===== config.mk =====
export PLATFORM = sky130hd
export DESIGN_NAME = xor_decryptor
export DESIGN_NICKNAME = d
export VERILOG_FILES = /design/src/rtl/xor_decryptor.sv
export SDC_FILE = /design/constraint.sdc
export NUM_CORES = 1
export LEC_CHECK = 0
export CAP_MARGIN = 10
export CELL_PAD_IN_SITES_DETAIL_PLACEMENT = 0
export CELL_PAD_IN_SITES_GLOBAL_PLACEMENT = 1
export CORE_AREA = 2 2 83 85
export DETAILED_ROUTE_END_ITERATION = 10
export DIE_AREA = 0 0 85 87
export HOLD_SLACK_MARGIN = 0.06
export PLACE_DENSITY_LB_ADDON = 0.25
export SYNTH_ARGS = -nofsm -noshare
export SYNTH_HDL_FRONTEND = slang
export SYNTH_SLANG_ARGS = --single-unit

===== constraint.sdc =====
create_clock -name clk -period 2.1 [get_ports clk]
set_input_delay 0.42 -clock clk [delete_from_list [all_inputs] [get_ports clk]]
set_output_delay 0.42 -clock clk [all_outputs]
set_load 0.005 [all_outputs]

===== src/rtl/xor_decryptor.sv =====
// Streams a message out of cipher/key RAMs, XORs them and writes the plaintext RAM, one byte per clock.
// Optional build macro DECRY_CHECKSUM_EN adds a running XOR checksum of every written plaintext byte.
module xor_decryptor #(
  parameter int DATA_W = 8,
  parameter int ADDR_W = 5
) (
  input  logic              clk,
  input  logic              reset,
  input  logic              en_decryption,
  input  logic [ADDR_W:0]   msg_len,
  output logic [ADDR_W-1:0] cipher_addr,
  input  logic [DATA_W-1:0] cipher_data,
  output logic [ADDR_W-1:0] key_addr,
  input  logic [DATA_W-1:0] key_data,
  output logic              plain_we,
  output logic [ADDR_W-1:0] plain_addr,
  output logic [DATA_W-1:0] plain_data,
  output logic              decry_completed,
  output logic              busy,
`ifdef DECRY_CHECKSUM_EN
  output logic [DATA_W-1:0] checksum,
`endif
  output logic [1:0]        dbg_state_o
);

  localparam int DEPTH = 2 ** ADDR_W;
  localparam logic [ADDR_W:0] DEPTH_L = (ADDR_W + 1)'(DEPTH);
  localparam logic [ADDR_W:0] ONE     = (ADDR_W + 1)'(1);

  typedef enum logic [1:0] {S_IDLE, S_RUN, S_DRAIN, S_DONE} state_t;

  state_t              state_q;
  logic                en_q, armed_q;
  logic [ADDR_W:0]     len_q, rd_cnt_q;
  logic [ADDR_W-1:0]   addr_q, dv_addr_q, waddr_q;
  logic                av_q, dv_q, we_q, done_q, busy_q;
  logic [DATA_W-1:0]   wdata_q;

  logic                start_edge;
  logic [ADDR_W:0]     len_d, last_d;
  logic [DATA_W-1:0]   wdata_d;
  logic                wr_fire, last_wr;

  // Protocol: en_decryption is a level held for the whole job; only its rising
  // edge starts work, and dropping it aborts. plain_we is a one-cycle write strobe
  // with no back-pressure. armed_q blocks a start until enable has been seen low
  // after reset, so an enable held high across reset cannot restart the block.
  assign start_edge = en_decryption & ~en_q & armed_q;
  assign len_d      = (msg_len > DEPTH_L) ? DEPTH_L : msg_len;
  assign last_d     = len_q - ONE;
  assign wdata_d    = cipher_data ^ key_data;
  assign wr_fire    = ((state_q == S_RUN) || (state_q == S_DRAIN)) && en_decryption && dv_q;
  assign last_wr    = wr_fire && ({1'b0, dv_addr_q} == last_d);

  // av_q: a fresh read address is on the RAM bus; dv_q: its data is on the read bus now.
  always_ff @(posedge clk or negedge reset) begin
    if (!reset) begin
      state_q   <= S_IDLE;
      en_q      <= 1'b0;
      armed_q   <= 1'b0;
      len_q     <= '0;
      rd_cnt_q  <= '0;
      addr_q    <= '0;
      av_q      <= 1'b0;
      dv_q      <= 1'b0;
      dv_addr_q <= '0;
      we_q      <= 1'b0;
      waddr_q   <= '0;
      wdata_q   <= '0;
      done_q    <= 1'b0;
      busy_q    <= 1'b0;
    end else begin
      en_q      <= en_decryption;
      armed_q   <= armed_q | ~en_decryption;
      av_q      <= 1'b0;
      dv_q      <= av_q;
      dv_addr_q <= addr_q;
      we_q      <= wr_fire;
      done_q    <= 1'b0;
      if (wr_fire) begin
        waddr_q <= dv_addr_q;
        wdata_q <= wdata_d;
      end
      case (state_q)
        S_IDLE: begin
          if (start_edge) begin
            len_q <= len_d;
            if (len_d == '0) begin
              state_q <= S_DONE;
            end else begin
              addr_q   <= '0;
              rd_cnt_q <= ONE;
              av_q     <= 1'b1;
              busy_q   <= 1'b1;
              state_q  <= (len_d == ONE) ? S_DRAIN : S_RUN;
            end
          end
        end
        S_RUN: begin
          if (!en_decryption) begin
            state_q <= S_IDLE;
            busy_q  <= 1'b0;
            dv_q    <= 1'b0;
          end else begin
            addr_q   <= rd_cnt_q[ADDR_W-1:0];
            rd_cnt_q <= rd_cnt_q + ONE;
            av_q     <= 1'b1;
            if (rd_cnt_q == last_d) state_q <= S_DRAIN;
          end
        end
        S_DRAIN: begin
          if (!en_decryption) begin
            state_q <= S_IDLE;
            busy_q  <= 1'b0;
            dv_q    <= 1'b0;
          end else if (last_wr) begin
            state_q <= S_DONE;
            busy_q  <= 1'b0;
          end
        end
        S_DONE: begin
          done_q  <= 1'b1;
          state_q <= S_IDLE;
        end
        default: state_q <= S_IDLE;
      endcase
    end
  end

`ifdef DECRY_CHECKSUM_EN
  logic [DATA_W-1:0] csum_q;

  always_ff @(posedge clk or negedge reset) begin
    if (!reset) begin
      csum_q <= '0;
    end else if ((state_q == S_IDLE) && start_edge) begin
      csum_q <= '0;
    end else if (wr_fire) begin
      csum_q <= csum_q ^ wdata_d;
    end
  end

  assign checksum = csum_q;
`endif

  assign cipher_addr     = addr_q;
  assign key_addr        = addr_q;
  assign plain_we        = we_q;
  assign plain_addr      = waddr_q;
  assign plain_data      = wdata_q;
  assign decry_completed = done_q;
  assign busy            = busy_q;
  assign dbg_state_o     = state_q;

endmodule


# After elaboration in Yosys (flattened, before gate mapping)

Cells that the tools add are included.

Flip-flop bits (word level): 44
Input port bits: 25
Output and inout bits: 28
Word-level logic and storage cells: 78

$add $sub $neg: 2
$lt $le $gt $ge: 1
Equal/unequal tests: 12
Muxes and demuxes: 30
Bitwise operators: 6
Reduce and logical (&&, ||, !) cells: 13

Operator list:

| kind                  | number |
|---|---|
| $mux W6               | 4 |
| $mux W5               | 3 |
| $mux W2               | 7 |
| $pmux W6 S2           | 1 |
| $mux W1               | 11 |
| $pmux W5 S2           | 1 |
| $ne A2 B2 Y1 const B  | 4 |
| $pmux W2 S4           | 1 |
| $xor A8 B8 Y8         | 1 |
| $add A6 B1 Y6 const B | 1 |
| $eq A5 B6 Y1          | 1 |
| $eq A6 B1 Y1 const B  | 1 |
| $eq A6 B6 Y1          | 1 |
| $gt A6 B6 Y1 const B  | 1 |
| $logic_not A6 Y1      | 1 |
| $sub A6 B1 Y6 const B | 1 |
| $reduce_and A5 Y1     | 1 |
| $eq A2 B2 Y1 const B  | 2 |
| $reduce_and A4 Y1     | 1 |
| $logic_and A1 B1 Y1   | 3 |
| $ne A3 B2 Y1 const B  | 1 |
| $ne A3 B3 Y1 const B  | 1 |
| $pmux W1 S3           | 1 |
| $reduce_and A3 Y1     | 1 |
| other kinds (11)      | 13 |

# Depth between registers and ports, before layout

Gate-level depths: netlist (run 1).

Word-level depth: 8
Mapped depth: 9
Mapped depth without buffers: 8

# Worst setup path before layout (run 1)

Ideal clock, no wire load.

Path kind: input to register
From: in msg_len[2]
To: reg rd_cnt_q[4]
Setup time: 121 ps
Arrival time: 1926 ps
Data required time: 1979 ps
Path slack: 53 ps
Stages on the path: 7
Buffers on the path: 1
Cell sequence: or4_4 > o311a_1 > o21ai_2 > buf_6 > nor3_1 > a21o_1 > a22o_1

Word-level cells in the longest chain between the ends: 5

RTL lines:

| item                          | line | source |
|---|---|---|
| start: declaration            | 10   | `input logic [ADDR_W:0] msg_len,` |
| $gt A6 B6 Y1                  | 49   | `assign len_d = (msg_len > DEPTH_L) ? DEPTH_L : msg_len;` |
| $mux W6 *                     | 49   |  |
| $logic_not A6 Y1 *            | 88   | `if (len_d == '0) begin` |
| $ne A2 B2 Y1 (no line) *      | n/a  |  |
| $reduce_and A4 Y1 (no line) * | n/a  |  |
| end signal: assignment        | 106  | `rd_cnt_q <= rd_cnt_q + ONE;` |
| end: declaration              | 34   | `logic [ADDR_W:0] len_q, rd_cnt_q;` |

Mark *: on every way between the ends. The rest lies on a longest branch, timed or not.
A chain may end at the register's enable or synchronous reset.

# Worst setup path in the final report (run 1)

From: reg len_q[0]
To: reg state_q[0], in the netlist dbg_state_o[0]

Word-level cells in the longest chain between the ends: 5

RTL lines:

| item                          | line | source |
|---|---|---|
| start: declaration            | 34   |  |
| start signal: assignment      | 87   | `len_q <= len_d;` |
| $sub A6 B1 Y6 *               | 50   | `assign last_d = len_q - ONE;` |
| $eq A5 B6 Y1                  | 53   | `assign last_wr = wr_fire && ({1'b0, dv_addr_q} == last_d);` |
| $logic_and A1 B1 Y1           | 53   |  |
| $ne A3 B3 Y1 (no line)        | n/a  |  |
| $reduce_and A3 Y1 (no line) * | n/a  |  |
| end signal: assignment        | 95   | `state_q <= (len_d == ONE) ? S_DRAIN : S_RUN;` |
| end: declaration              | 32   | `state_t state_q;` |

Marks and branches as above.

==> metrics.txt, run 1 <==
Max Clock Freq approximately 450 MHz; CTS Buf Count 5; family with the most delay on the worst path compound AO/OA/AOI/OAI gates; mapped cell area 2140 µm²; reg-to-reg slack, setup -0.11 ns; worst skew pair latency between 0.2 and 0.3 ns; FP Rows 30; Final Hold Viols 0; DR WL/cell ~13 µm; crit start category flip-flop; first-pass detailed-route iteration total 4; failing checks negative setup slack; fill cell instance count of the final layout slightly above 600; grt total ovfl 0; Critical-path top delay cell dfrtp_1; Post-DRT Antenna Nets 0; prevailing post-synth register cell dfrtp_1; PwrDens 1470 nW/µm²; critical path peak fanout 2; Nets just over 300; Max Cap Viol 0; placed insts approximately 350; Worst Path Class, Setup reg2reg; die width 85 µm; Worst path max stage delay between 0.3 and 0.4 ns; Syn Nets 234; Slew HR 0.556; via count ~1.7k; Via density between 4 and 5; synthesized area per cell about 11 µm²; Seq cells post-synth 44; clock slew at reported path FFs 0.08 ns; Pleak approximately 1.4 nW; die area roughly 7400 µm²; Final HPWL DP 3.38 mm; Global Route Usage Sum 0.132; gpl congestion 0.753; Syn Inst Count ~200; largest net degree at the start of global routing 31; Distinct cells, synth 37; EDFF count, synth 0; number of top-level pins 53; status complete, but fails checks; crit path time final roughly 2.2 ns; Final Cycle Share 1.05; sequential share of the synthesized area 0.513; peak supply drop between 0.0005 and 0.0006 V; Critical Path Sink Type flip-flop; WHS 0.155 ns; Final setup viols 2; initial drt markers between 40 and 50; non-filler cells, final between 300 and 400; Chip Height 87 µm; vias in the first global route around 1.6k; fraction of registers with async set/reset 1.00; CTS Root Cell clkbuf_8; setup TNS -0.170 ns; TritonCTS clock tree built; H-tree levels 2; share of cells above drive strength 1 0.199; YS warnings 0; Tightest Hold Check Type in2async; Post-Route WL between 4 and 5 mm; max-slew violations 0; first-pass GRT wire length between 7 and 8 mm; Core Area between 6000 and 7000 µm²; CTS max path bufs 2; initial antenna violation count 0; Critical Path RT approximately 2.3 ns; crit-path cells inv_1 > ha_4 > xnor2_4 > buf_6 > xnor2_1 > nor4_2 > a31oi_1 > a211o_1 > mux2_4; overall power 0.00449 W; critical path data arrival time 2.39 ns; final worst slack -0.108 ns; Max Clock Skew around 0.0082 ns; Slew @ Worst Pin roughly 0.67 ns; CP bufs+invs 2; Starting Density 0.326; Antenna Cells 0; Layout area overhead 42.8%; Sink Count 44; RSZ-0062 raised after global routing yes; IO buf count 52; DRC Markers 0; final core utilization 0.466
-- final timing paths --
| path | endpoint | from | cells after the start |
|---|---|---|---|
| worst max-delay path | dbg_state_o[0]$_DFFE_PN0P_ | len_q[0]$_DFFE_PN0P_ | 9 |
| worst min-delay path | dbg_state_o[0]$_DFFE_PN0P_ | reset | 1 |
| min in group clk | dv_addr_q[2]$_DFF_PN0_ | cipher_addr[2]$_DFFE_PN0P_ | 0 |
| worst min register to register | dv_addr_q[2]$_DFF_PN0_ | cipher_addr[2]$_DFFE_PN0P_ | 0 |
| max in group asynchronous | plain_data[5]$_DFFE_PN0P_ | reset | 2 |
| worst max register to register | dbg_state_o[0]$_DFFE_PN0P_ | len_q[0]$_DFFE_PN0P_ | 9 |
-- per-stage QoR --
stage	instance area [µm²]	setup WS, ns
after floorplan	2140	0.0527
after global placement	2870	-0.369
after detailed placement	2870	-0.400
final	3060	-0.108
after CTS	3020	-0.0623
after global routing	3060	-0.166
-- flip-flops by register name, summed over array words and instances, names as in the netlist, 2 cells and up --
register / count
cipher_addr: 5
dbg_state_o: 2
dv_addr_q: 5
len_q: 6
plain_addr: 5
plain_data: 8
rd_cnt_q: 6
-- what timing repair did --
action                     CTS  global route
hold buffers                 0             0
gates resized for setup     13             5
setup endpoints to repair   12             6
setup buffers                3             1
pin swaps                    6             4
-- cells by family after synthesis --
logic type,count (synthesis),share of synthesized area
AOI/OAI and AO/OA,40,0.112
xor gates and xnor gates,24,0.104
adders and majority gates,6,0.0350
buffers and inverters,20,0.0484
DFF,44,0.513
muxes,9,0.0467
and+or+nand+nor,60,0.140
-- synthesized netlist by cell type, types with 2 or more instances --
cell	count	area, µm²
a21oi_1	2	10.0
a21o_1	3	22.5
a22o_1	3	26.3
nor3_1	4	20.0
clkbuf_1	6	22.5
buf_4	5	37.5
nor4_1	2	12.5
a31oi_1	3	18.8
ha_1	6	75.1
inv_1	6	22.5
nand2b_1	5	31.3
nand2_1	31	116
mux2_2	8	90.1
buf_2	2	10.0
xnor2_1	18	158
nand3_1	5	25.0
o21ai_0	24	120
nor2b_1	3	18.8
nor2_1	2	7.51
xor2_1	5	43.8
dfrtp_1	44	1100
-- cell usage in the layout (no fill, tap or decap), types with 3 or more instances in the layout --
master / count
clkdlybuf4s50_1: 47
dfrtp_1: 44
nand2_1: 31
buf_4: 27
o21ai_0: 24
xnor2_1: 17
mux2_2: 7
inv_1: 5
nand3_1: 5
nand2b_1: 5
ha_1: 5
clkbuf_8: 5
nor3_1: 4
xor2_1: 4
nor2b_1: 3
a21o_1: 3
a22o_1: 3
a31oi_1: 3
dlygate4sd2_1: 3
-- where the power goes --
group / internal, W / total (W) / switching, W
sequential: 0.00119 / 0.00151 / 0.000322
combinational: 0.00150 / 0.00247 / 0.000970
clock: 0.000225 / 0.000509 / 0.000283
-- routing by layer --
layer	global-route usage	routed length, µm	vias to the layer above
met5	0	0	-
met2	0.217	2170	46
met4	0.0519	68	0
met3	0.0379	288	5
met1	0.163	2070	790
li1	-	-	830
-- cell type report --
| class | count | area [µm²] | share of cell area |
|---|---|---|---|
| clock buffers | 5 | 68.8 | 0.0225 |
| flip-flops and latches | 44 | 1100 | 0.360 |
| multi-input cells | 139 | 1020 | 0.332 |
| clock inverters | 2 | 12.5 | 0.00409 |
| well taps | 80 | 100 | 0.0327 |
| repair buffers | 81 | 739 | 0.242 |
| inverters | 6 | 22.5 | 0.00736 |
No activity file was read; power rests on OpenSTA's default activity.
==> run 2: changes to the inputs <==
Settings changed: CORE_AREA 2 2 83 85 to 2 2 75 94, DIE_AREA 0 0 85 87 to 0 0 77 96.
==> run 2 against run 1 <==
  * The run still ends with negative setup slack left
  * Critical path type unchanged
  * Sequential power is essentially flat
  * Clock skew is essentially flat
  * Worst hold slack gained 0.031 ns
  * Register-to-register slack gained 0.03 ns
  * Flip-flop and latch count is the same
  * Sequential share of layout area grew 0.31 points
  * Cell count grew 1.4%
  * Non-clock buffer count shrank 3
  * Total power shrank 3.1%
==> metrics.txt, run 2 (synthesis results as in run 1) <==
Chip Height 96 µm (+10%); Largest register FFs 8 (unchanged); crit path time final 2.18 ns (-0.0297 ns); die width 77 µm (-9.4%); Slew @ Worst Pin 0.562 ns (-0.105 ns); gpl congestion 0.798 (+6.0%); number of top-level pins 53 (unchanged); Final setup viols 2 (unchanged); Placed Area 2880 µm² (+0.57%); via count 1630 (-2.5%); Critical Path RT 2.29 ns (about the same); die area 7390 µm² (about the same); most common cell after layout, fill and taps aside clkdlybuf4s50_1; clock share of power 0.124 (+0.011); post-route cell area 3040 µm² (-0.86%); DR WL/cell 12.9 µm (-0.27%); H-tree levels 2 (unchanged); PwrDens 1430 nW/µm² (-2.2%); Tightest Hold Check Type in2async; Critical Path Sink Type flip-flop; crit start category flip-flop; Starting Density 0.329 (+0.00225); CTS max path bufs 2 (unchanged); first-pass GRT wire length 7.81 mm (+3.2%); Pleak 1.35 nW (-1.7%); IO buf count 52 (unchanged); worst skew pair latency 0.30 ns (about the same); Global Route Usage Sum 0.136 (+0.00455); final worst slack -0.0787 ns (+0.0297 ns); CTS Buf Count 5 (unchanged); Max Clock Skew 0.00807 ns (-0.000130 ns); failing checks negative setup slack; postcts setup bufs 0 (-3); Sink Count 44 (unchanged); Final HPWL DP 3.51 mm (+3.8%); CTS Root Cell clkbuf_8; net load switching power 0.00155 W (-1.6%); Layout area overhead 41.5%; Worst Path Class, Setup reg2reg; Nets 305 (-0.97%); critical path peak fanout 3 (+1); vias in the first global route 1594 (-3.0%); TritonCTS clock tree built; Core Area 6520 µm² (-0.69%); FP Rows 33 (+10%); clock slew at reported path FFs 0.09 ns (about the same); Post-DRT Antenna Nets 0 (unchanged); Final Hold Viols 0 (unchanged); non-filler cells, final 362 (+1.4%); initial drt markers 47 (+9.3%); part of the power in combinational logic 0.532 (-0.018); status complete, but fails checks; Reg power frac 0.345 (+0.009); placed insts 354 (+2.3%); DRC Markers 0 (unchanged); max-slew violations 0 (unchanged); Max Cap Viol 0 (unchanged); Post-Route WL 4.66 mm (+1.1%); critical path data arrival time 2.37 ns (-0.02 ns); RSZ-0062 raised after global routing yes; reg-to-reg slack, setup -0.08 ns (+0.03 ns); largest net degree at the start of global routing 45 (+45%); Int Pwr 0.00280 W (-3.9%); initial antenna violation count 0 (unchanged); share of cells above drive strength 1 0.200 (+0.00144); peak supply drop 0.000569 V (+1.2%); Slew HR 0.626 (+0.0700); Max Clock Freq 459 MHz (+1.4%); switch share 0.356 (+0.00552); Final Cycle Share 1.04 (-0.0141); fill cell instance count of the final layout 672 (+7.9%); grt total ovfl 0 (unchanged); Antenna Cells 0 (unchanged); commonest cells after routing, fill and taps aside 47 x clkdlybuf4s50_1, 44 x dfrtp_1, 31 x nand2_1; Hold-fix buffers, CTS 0 (unchanged); Via density 4.50 (-3.8%); first-pass detailed-route iteration total 4 (unchanged)
-- run 2: path summary, 6_finish.rpt --
check / end / depth (start not counted) / from
setup / recovery: dbg_state_o[0]$_DFFE_PN0P_ / 8 / len_q[0]$_DFFE_PN0P_
hold / removal: rd_cnt_q[5]$_DFFE_PN0P_ / 2 / reset
setup reg to reg: dbg_state_o[0]$_DFFE_PN0P_ / 8 / len_q[0]$_DFFE_PN0P_
hold reg to reg: dv_addr_q[1]$_DFF_PN0_ / 0 / cipher_addr[1]$_DFFE_PN0P_
max in group asynchronous: plain_data[0]$_DFFE_PN0P_ / 2 / reset
min in group clk: dv_addr_q[1]$_DFF_PN0_ / 0 / cipher_addr[1]$_DFFE_PN0P_
-- run 2: critical path, stage by stage (launching register included) --
cell and delay (ns):
dfrtp_1 0.42, buf_4 0.15, or3_4 0.39, nor3_4 0.18
buf_4 0.13, xnor2_1 0.11, a31oi_1 0.11, a211o_1 0.31
mux2_2 0.27
-- run 2: power groups by stage --
stage | registers [W] | clock network, W | logic [W]
3_3_place_gp | 0.00149 | 0 | 0.00212
6_report | 0.00150 | 0.000539 | 0.00231
3_5_place_dp | 0.00150 | 0 | 0.00214
5_1_grt | 0.00155 | 0.000600 | 0.00257
4_1_cts | 0.00150 | 0.000567 | 0.00222
2_1_floorplan | 0.00146 | 0 | 0.00122
-- run 2: what timing repair did --
item / 4_1_cts / 5_1_grt
hold endpoints to repair: 0 / 0
gates resized for setup: 8 / 9
gates cloned: 0 / 0
pin swaps: 4 / 8
setup endpoints to repair: 9 / 9
-- run 2: routing by layer --
metal	routed length, µm	track usage
met4	57	0.0565
met2	2510	0.236
met1	1860	0.161
met3	225	0.0375
met5	0	0
-- run 2: final cells by class --
| class | instances | area (µm²) | share of cell area |
|---|---|---|---|
| flip-flops and latches | 44 | 1100 | 0.363 |
| multi-input cells | 139 | 997 | 0.329 |
| repair buffers | 78 | 713 | 0.235 |
| well taps | 87 | 109 | 0.0359 |
| clock buffers | 5 | 68.8 | 0.0227 |
| clock inverters | 3 | 23.8 | 0.00783 |
| inverters | 6 | 22.5 | 0.00742 |
-- run 2: per-stage QoR --
step / hold WS [ns] / setup WS [ns] / setup TNS [ns] / utilization / power [W]
after floorplan: 0.124 / 0.0527 / 0 / - / 0.00269
after global placement: 0.418 / -0.359 / -3.74 / 0.442 / 0.00361
after detailed placement: 0.421 / -0.407 / -4.40 / 0.442 / 0.00364
after CTS: 0.207 / -0.0501 / -0.0798 / 0.459 / 0.00428
after global routing: 0.242 / -0.182 / -0.339 / 0.465 / 0.00472
final: 0.187 / -0.0787 / -0.134 / 0.465 / 0.00435
==> run 3: changes to the inputs <==
Settings changed: CAP_MARGIN 10 to unset.
==> results of run 3 <==
Same layout as run 2: the final DEF is identical, and so are final timing and power.
